## src/rtl/layer_addr_gen.sv

```systemverilog
// Walks every (output neuron, input) pair of one fully connected layer, driving weight/input/output addresses.
// Latency: first issue one cycle after start; out_we PIPE_LAT cycles after a neuron's last issue; done one cycle after the final out_we.
// Backpressure: stall freezes the issue counters for that cycle; the write pipeline keeps shifting, so a stall becomes a bubble.
module layer_addr_gen #(
    parameter int                 ADDR_W   = 8,
    parameter int                 N_IN     = 4,
    parameter int                 N_OUT    = 4,
    parameter logic [ADDR_W-1:0]  W_BASE   = ADDR_W'(0),
    parameter logic [ADDR_W-1:0]  IN_BASE  = ADDR_W'(0),
    parameter logic [ADDR_W-1:0]  OUT_BASE = ADDR_W'('h10),
    parameter int                 PIPE_LAT = 1
) (
    input  logic              clk,
    input  logic              reset,
    input  logic              start,
    input  logic              stall,
    output logic              busy,
    output logic              done,
    output logic              addr_valid,
    output logic [ADDR_W-1:0] weight_addr,
    output logic [ADDR_W-1:0] in_addr,
    output logic [ADDR_W-1:0] out_addr,
    output logic              acc_clear,
    output logic              out_we,
    output logic [ADDR_W-1:0] out_wr_addr
);

    localparam int I_W = (N_IN  > 1) ? $clog2(N_IN)  : 1;
    localparam int J_W = (N_OUT > 1) ? $clog2(N_OUT) : 1;
    localparam logic [I_W-1:0] I_LAST = I_W'(N_IN - 1);
    localparam logic [J_W-1:0] J_LAST = J_W'(N_OUT - 1);

    localparam logic [1:0] S_IDLE  = 2'd0;
    localparam logic [1:0] S_RUN   = 2'd1;
    localparam logic [1:0] S_DRAIN = 2'd2;
    localparam logic [1:0] S_DONE  = 2'd3;

    logic [1:0]        state;
    logic [I_W-1:0]    i_cnt;
    logic [J_W-1:0]    j_cnt;
    logic [ADDR_W-1:0] w_addr_q;
    logic [ADDR_W-1:0] in_addr_q;
    logic [ADDR_W-1:0] out_addr_q;

    logic              accept;
    logic              issue;
    logic              last_in;
    logic              last_issue;
    logic              iss_we;
    logic              pipe_we_o;
    logic              pipe_last_o;
    logic [ADDR_W-1:0] pipe_addr_o;

    // start is only honoured while not busy (IDLE, or the DONE cycle for back-to-back layers)
    assign accept     = start && ((state == S_IDLE) || (state == S_DONE));
    assign issue      = (state == S_RUN) && !stall;
    assign last_in    = (i_cnt == I_LAST);
    assign last_issue = issue && last_in && (j_cnt == J_LAST);
    assign iss_we     = issue && last_in;

    assign busy        = (state == S_RUN) || (state == S_DRAIN);
    assign done        = (state == S_DONE);
    assign addr_valid  = issue;
    assign acc_clear   = issue && (i_cnt == '0);
    assign weight_addr = w_addr_q;
    assign in_addr     = in_addr_q;
    assign out_addr    = out_addr_q;
    assign out_we      = pipe_we_o;
    assign out_wr_addr = pipe_addr_o;

    // Layer sequencing FSM
    always_ff @(posedge clk) begin
        if (reset) begin
            state <= S_IDLE;
        end else begin
            case (state)
                S_IDLE:  if (start) state <= S_RUN;
                S_RUN:   if (last_issue) state <= (PIPE_LAT > 0) ? S_DRAIN : S_DONE;
                S_DRAIN: if (pipe_we_o && pipe_last_o) state <= S_DONE;
                default: state <= start ? S_RUN : S_IDLE;
            endcase
        end
    end

    // Issue counters and registered addresses; the final issue leaves them holding its values
    always_ff @(posedge clk) begin
        if (reset || accept) begin
            i_cnt      <= '0;
            j_cnt      <= '0;
            w_addr_q   <= W_BASE;
            in_addr_q  <= IN_BASE;
            out_addr_q <= OUT_BASE;
        end else if (issue && !last_issue) begin
            w_addr_q <= w_addr_q + ADDR_W'(1);
            if (last_in) begin
                i_cnt      <= '0;
                j_cnt      <= j_cnt + J_W'(1);
                in_addr_q  <= IN_BASE;
                out_addr_q <= out_addr_q + ADDR_W'(1);
            end else begin
                i_cnt     <= i_cnt + I_W'(1);
                in_addr_q <= in_addr_q + ADDR_W'(1);
            end
        end
    end

    // Write strobe pipeline matching the MAC latency; a final flag marks the layer's last neuron
    generate
        if (PIPE_LAT == 0) begin : g_no_pipe
            assign pipe_we_o   = iss_we;
            assign pipe_last_o = last_issue;
            assign pipe_addr_o = out_addr_q;
        end else begin : g_pipe
            logic [PIPE_LAT-1:0] we_sr;
            logic [PIPE_LAT-1:0] last_sr;
            logic [ADDR_W-1:0]   addr_sr [PIPE_LAT];

            // Shift every cycle regardless of stall; reset flushes any in-flight strobes
            always_ff @(posedge clk) begin
                if (reset) begin
                    we_sr   <= '0;
                    last_sr <= '0;
                    for (int k = 0; k < PIPE_LAT; k++) addr_sr[k] <= OUT_BASE;
                end else begin
                    we_sr[0]   <= iss_we;
                    last_sr[0] <= last_issue;
                    addr_sr[0] <= out_addr_q;
                    for (int k = 1; k < PIPE_LAT; k++) begin
                        we_sr[k]   <= we_sr[k-1];
                        last_sr[k] <= last_sr[k-1];
                        addr_sr[k] <= addr_sr[k-1];
                    end
                end
            end

            assign pipe_we_o   = we_sr[PIPE_LAT-1];
            assign pipe_last_o = last_sr[PIPE_LAT-1];
            assign pipe_addr_o = addr_sr[PIPE_LAT-1];
        end
    endgenerate

endmodule

```

## config.mk

```make
export PLATFORM = sky130hd
export DESIGN_NAME = layer_addr_gen
export DESIGN_NICKNAME = d
export VERILOG_FILES = /design/src/rtl/layer_addr_gen.sv
export SDC_FILE = /design/constraint.sdc
export NUM_CORES = 1
export LEC_CHECK = 0
export BUFFER_PORTS_ARGS = -buffer_cell sky130_fd_sc_hd__buf_2
export CORE_AREA = 2 2 50 99
export CTS_BUF_LIST = sky130_fd_sc_hd__clkbuf_8
export DETAILED_ROUTE_END_ITERATION = 7
export DIE_AREA = 0 0 52 101
export MAX_ROUTING_LAYER = met4
export PLACE_DENSITY = 0.59
export SYNTH_ARGS = -nofsm -noshare
export SYNTH_HDL_FRONTEND = slang
export SYNTH_SLANG_ARGS = --single-unit
```

## constraint.sdc

```tcl
create_clock -name clk -period 2.05 [get_ports clk]
set_input_delay 0.3075 -clock clk [delete_from_list [all_inputs] [get_ports clk]]
set_output_delay 0.3075 -clock clk [all_outputs]
set_load 0.03 [all_outputs]
```

==> results of run 1 <==
## flip-flops by register name (all words and copies together), names as in the netlist
register,count
g_pipe.addr_sr,8
in_addr,8
i_cnt,2
g_pipe.last_sr,1
state,2
weight_addr,8
out_we,1
out_addr,8
j_cnt,2
## metal layers
layer,vias to the layer above,share of wire (%)
met5,-,0
met4,0,1.9
met3,4,5.4
met2,36,48
met1,689,45
li1,731,-
## cell type report
cell class / instances / area [µm²] / area share, %
repair buffers: 43 / 222.7 / 10.30
clock buffers: 5 / 68.82 / 3.183
well taps: 55 / 68.82 / 3.183
multi-input cells: 134 / 880.8 / 40.74
inverters: 8 / 30.03 / 1.389
flip-flops and latches: 40 / 800.8 / 37.04
clock inverters: 3 / 90.09 / 4.167
## kinds of logic (layout without fill, tap and decap cells)
family,after synthesis,count (layout)
AO/OA/AOI/OAI,13,13
XOR/XNOR,16,16
adder cells (fa/ha/maj),10,10
buffers and inverters,14,59
flip-flops,40,40
multiplexers,5,5
AND/OR/NAND/NOR,90,90
## synthesized netlist by cell type (3+ instances only)
cell type,instances
a21oi_1,5
and2_1,4
clkbuf_1,3
dfxtp_1,40
ha_1,10
inv_1,7
mux2i_1,5
nand2_1,14
nand3_1,13
nand4_1,6
nor2_1,23
nor2b_1,7
nor3_1,6
xnor2_1,7
xor2_1,9
## layout by cell type (no fill, tap or decap), types with 3 or more instances in the layout
cell	netlist	layout
mux2i_1	5	5
bufinv_16	0	3
a21oi_1	5	5
nor3_1	6	6
xnor2_1	7	7
dfxtp_1	40	40
and2_1	4	4
inv_1	7	7
xor2_1	9	9
nand4_1	6	6
nor2b_1	7	7
clkbuf_8	0	5
buf_2	1	40
nand2_1	14	14
buf_4	0	3
nand3_1	13	13
nor2_1	23	23
ha_1	10	10
## how the worst max path moves through the flow
stage	start	to	slack, ns	depth (start not counted)
finish	state[1]	acc_clear	0.14	6
global route	state[1]	acc_clear	0.02	6
CTS	state[1]	acc_clear	0.13	6
detailed placement	state[1]	in_addr[7]	0.21	6
global placement	state[1]	in_addr[7]	0.25	6
floorplan	state[0]	in_addr[7]	0.11	6
## per-stage QoR
step | util, % | cells | hold WS, ns | total power [mW]
after CTS | 47.93 | 288 | 0.3617 | 2.172
after floorplan | - | 188 | 0.3791 | 1.192
final | 47.93 | 288 | 0.3663 | 2.158
after detailed placement | 44.41 | 280 | 0.4743 | 1.287
after global placement | 44.41 | 280 | 0.4580 | 1.277
after global routing | 47.93 | 288 | 0.3640 | 2.259
## power by group through the flow
| stage | registers, mW | logic [mW] | clock network (mW) |
|---|---|---|---|
| finish | 0.833 | 0.438 | 0.888 |
| global route | 0.836 | 0.487 | 0.935 |
| CTS | 0.832 | 0.438 | 0.902 |
| detailed placement | 0.850 | 0.437 | 0 |
| global placement | 0.849 | 0.429 | 0 |
| floorplan | 0.860 | 0.332 | 0 |
==> metrics, run 1 <==
met2 GRT Util 24.63%; post-DR wirelength/cell 12.68 µm; Compound-Gate Fraction of Synth Area 5.147%; Detailed Place HPWL 2.701 mm; Critical Path Fanout Max 11; die height 101 µm; first-pass GRT wire length 6.058 mm; distinct cell type count after synthesis 36; reg2reg setup slack 0.18 ns; largest family of logic cells by synthesized area simple AND/OR/NAND/NOR gates; CTS HTree Levels 2; ys flop type dfxtp_1; FMAX 522.9 MHz; post-synth top area cell dfxtp_1; combinational share of power 20.3%; Pleak 0.9593 nW; warnings from Yosys 0; drt drc 0; pin count of the biggest net entering global routing 17; DRT antenna net count 0; initial antenna violation count 0; # nets final 246; Synth Area in XOR/XNOR 8.006%; Switch Pwr 0.6011 mW; gr busiest metal met2; mapped cell area 1750 µm²; dpl cell area 2003 µm²; CTS Buf Count 5; hold_sp reset; Hold Crit Depth 2; CP startpoint kind flip-flop; Yosys top cell area share 45.75%; worst setup margin 0.1375 ns; die width 52 µm; WP data required 1.74 ns; I/O Buffers 40; Int Power 1.557 mW; Final Hold Fails 0; Post-Syn Nets 202; Syn Area/Cell 9.311 µm²; r2r startpoint state[1]; Routed WL 3.652 mm; Synth area leaders dfxtp_1, ha_1, nor2_1; Worst Hold Endpoint g_pipe.addr_sr[0][7]; via count 1,460; Buf/Inv on CP 3; reg2reg path depth 6; Final min period 1.913 ns; clk_skew 0.008327 ns; #FFs+latches synth 40; Initial Util 38.81%; clock network power share 41.1%; Worst-Skew Late Latency 0.29 ns; Seq pwr share 38.6%; Pre-Repair DR Iteration Count 4; Inserted Diodes 0; Layout area overhead 23.52%; PwrDens 998.3 nW/µm²; status completed; Core Region 4511 µm²; Post-Synth Adder-Cell Area 7.148%; Top delay family on crit path flip-flops; routed vias/inst 5.069; Pins Over Slew Limit 0; share of layout cells above drive strength 1 23.61%; Clock Pin Slew Worst Setup and Hold Paths 0.08 ns; die footprint 5252 µm²; CP max stage cell dfxtp_1; Peak VDD IR 0.0008334 V; Async S/R FF share, synth 0%; CTS Root Cell clkbuf_8; slowest stage delay, CP 0.38 ns; Hold-fix buffers, CTS 0; post-synthesis simple-gate area fraction 27.16%; clk sinks 40; RSZ-0062 raised after global routing false; setup TNS 0 ns; Slew HR 63.40%; reg2reg end in_addr[7]; Final Wtd Congestion 0.7819; IO Pins 41; design area 2162 µm²; maxcap violations 0; Resize count post-CTS 0; total congestion overflow 0; worst path arrival time 1.61 ns; Seq/Total Area, Yosys 45.75%; Gate Count Post-Synth 188; CTS max path bufs 2; Cell Rows 35; Sw Share 27.85%; fillers 446; Worst Tran Pin Value 0.5490 ns; fin crit share 93.29%; hold crit path type input port to flip-flop; GRT Overall Usage 15.62%; CP cell instances inv_1 -> ha_1 -> nand2b_4 -> inv_2 -> and2_1 -> buf_2; CTS tree yes; pre-CTS setup slack 0.2065 ns; vias in the first global route 1,361; kind of critical path flip-flop to output port; CP Capture Type output port; met1 global-route usage 18.48%; setup repair bufs after CTS 0; endpoints failing setup 0; met3 usage 3.858%; mux cell area share after synthesis 2.859%; 1st-iter DRT viols 21; number of synthesized flops with an enable pin 0
(Power assumes the default switching activity.)
==> inputs of run 2 (changes only) <==
- ABC_AREA: not set -> 1
- CORE_AREA: 2 2 50 99 -> 2 2 51 101
- DIE_AREA: 0 0 52 101 -> 0 0 53 103
- PLACE_DENSITY: 0.59 -> 0.58
- REMOVE_ABC_BUFFERS: not set -> 1
- SETUP_SLACK_MARGIN: not set -> 0.5
==> run 2 against run 1 <==
  * Global-route usage grew 1.2 points
  * First-iteration DRC count down 9.5%
  * Largest cell class unchanged
  * Sequential share of layout area fell by 2.6 points
  * Die area grew 3.9%
==> metrics, run 2 <==
status completed; CTS Buf Count 5; CTS tree yes; Gate Count Post-Synth 241; post-synth top area cell dfxtp_1; Hold-fix buffers, CTS 0; CP cell instances inv_1 -> ha_4 -> buf_4; IO Pins 41; Final Hold Fails 0; reg2reg path depth 9; RSZ-0062 raised after global routing true; clk_skew 0.01207 ns; FMAX 669.9 MHz; most frequent cells after synthesis nand2_1, dfxtp_1, nor2_1; Seq/Total Area, Yosys 44.29%; die width 53 µm; routed vias/inst 4.712; Buf/Inv on CP 2; drt drc 0; via count 1,687; initial antenna violation count 0; Layout area overhead 29.62%; ys flop type dfxtp_1; mapped cell area 1808 µm²; pin count of the biggest net entering global routing 17; Clock Pin Slew Worst Setup and Hold Paths 0.07 ns; Worst Tran Pin Value 0.3106 ns; # nets final 315; die footprint 5459 µm²; Hold Crit Depth 3; Async S/R FF share, synth 0%; #FFs+latches synth 40; Cell Rows 36; Post-Layout Cell Count 358; 1st-iter DRT viols 19; DRT antenna net count 0; distinct cell type count after synthesis 26; leading cell type in the layout, fill and taps excluded nand2_1; die height 103 µm; first-pass GRT wire length 6.665 mm; PwrDens 921.5 nW/µm²; endpoints failing setup 0; CTS HTree Levels 2; CP Capture Type output port; vias in the first global route 1,568; cell with the most instances after synthesis nand2_1; Initial Util 38.23%; commonest non-fill, non-tap cells in the layout nand2_1, nor2_1, dfxtp_1, buf_2, inv_1; Syn Area/Cell 7.502 µm²; Critical Path Fanout Max 4; Pre-Repair DR Iteration Count 4; Slew HR 79.22%; WP data required 1.74 ns; CP startpoint kind flip-flop; share of layout cells above drive strength 1 28.57%; Top Layer Used met4; kind of critical path flip-flop to output port; routed wl met2 2.060 mm; warnings from Yosys 0; Core Region 4730 µm²; Final Wtd Congestion 0.8020; Yosys top cell area share 44.29%; WL met1 1.719 mm; GRT Overall Usage 16.77%; Peak VDD IR 0.0006138 V; Detailed Place HPWL 2.826 mm; CP max stage cell dfxtp_4; Final min period 1.493 ns; hold crit path type input port to flip-flop; Routed WL 3.987 mm; maxcap violations 0; Synth area leaders dfxtp_1, nand2_1, nor2_1; Pins Over Slew Limit 0; critical path depth 3; Inserted Diodes 0; post-DR wirelength/cell 11.14 µm; clk sinks 40; Top delay family on crit path flip-flops; number of synthesized flops with an enable pin 0; CTS Root Cell clkbuf_8; CTS max path bufs 2; Pleak 1.062 nW; worst path arrival time 1.19 ns; dpl cells 337; I/O Buffers 40; total congestion overflow 0; fin crit share 72.81%; Worst-Skew Late Latency 0.29 ns; WL met3 122 µm; slowest stage delay, CP 0.37 ns; setup TNS 0 ns
run 2: final timing paths:
check / from / endpoint / slack (ns)
max: state[0] / busy / 0.56
min: reset / g_pipe.addr_sr[0][4] / 0.29
max reg2reg: state[1] / j_cnt[0] / 0.62
min reg2reg: i_cnt[0] / i_cnt[0] / 0.46
run 2: layout make-up:
type,instances,area (µm²)
Timing Repair Buffer,57,346.6
Clock buffer,7,96.34
Tap cell,57,71.32
Fill cell,492,2386
Sequential cell,40,807.0
Multi-Input combinational cell,165,899.6
Inverter,32,122.6
run 2: cell families (layout without fill, tap and decap cells):
logic type | Yosys count | count (layout) | synth area share, %
and+or+nand+nor | 112 | 112 | 26.02
adders and majority gates | 10 | 10 | 6.920
buffers and inverters | 36 | 96 | 8.166
xor gates and xnor gates | 2 | 2 | 0.9690
DFF | 40 | 40 | 44.29
AOI/OAI and AO/OA | 41 | 41 | 13.63
run 2: per-layer routing:
layer | up-vias | GRT usage [%]
li1 | 886 | -
met4 | 0 | 7.692
met3 | 9 | 3.043
met5 | - | -
met1 | 763 | 19.15
met2 | 29 | 27.79
run 2: stage by stage:
stage	power [mW]	setup WS, ns	utilization, %	area [µm²]	hold WS, ns
floorplan	1.269	0.2972	-	1780	0.3766
global placement	1.404	0.3248	43.86	2074	0.4429
detailed placement	1.418	0.2930	43.86	2074	0.4504
CTS	2.098	0.5090	47.96	2268	0.2901
global route	2.300	0.4941	49.55	2344	0.3020
finish	2.159	0.5573	49.55	2344	0.2899
run 2: timing repair:
item                                    4_1_cts  5_1_grt
cloned                                        0        0
buffers inserted                              6        8
pin swaps                                     3        4
resized for setup                            13        7
endpoints found under the setup margin       27       25
hold endpoints to repair                      0        0
run 2: worst min-delay path: cells and delay by family:
kind	cells	cell delay, ns
and+or+nand+nor	1	0.07
buffers and inverters	2	0.16
run 2: power breakdown:
| group | switching (mW) | leakage (nW) | internal [mW] |
|---|---|---|---|
| registers | 0.0374 | 0.324 | 0.819 |
| logic | 0.423 | 0.687 | 0.320 |
| clock network | 0.260 | 0.0503 | 0.300 |
| total | 0.721 | 1.06 | 1.44 |
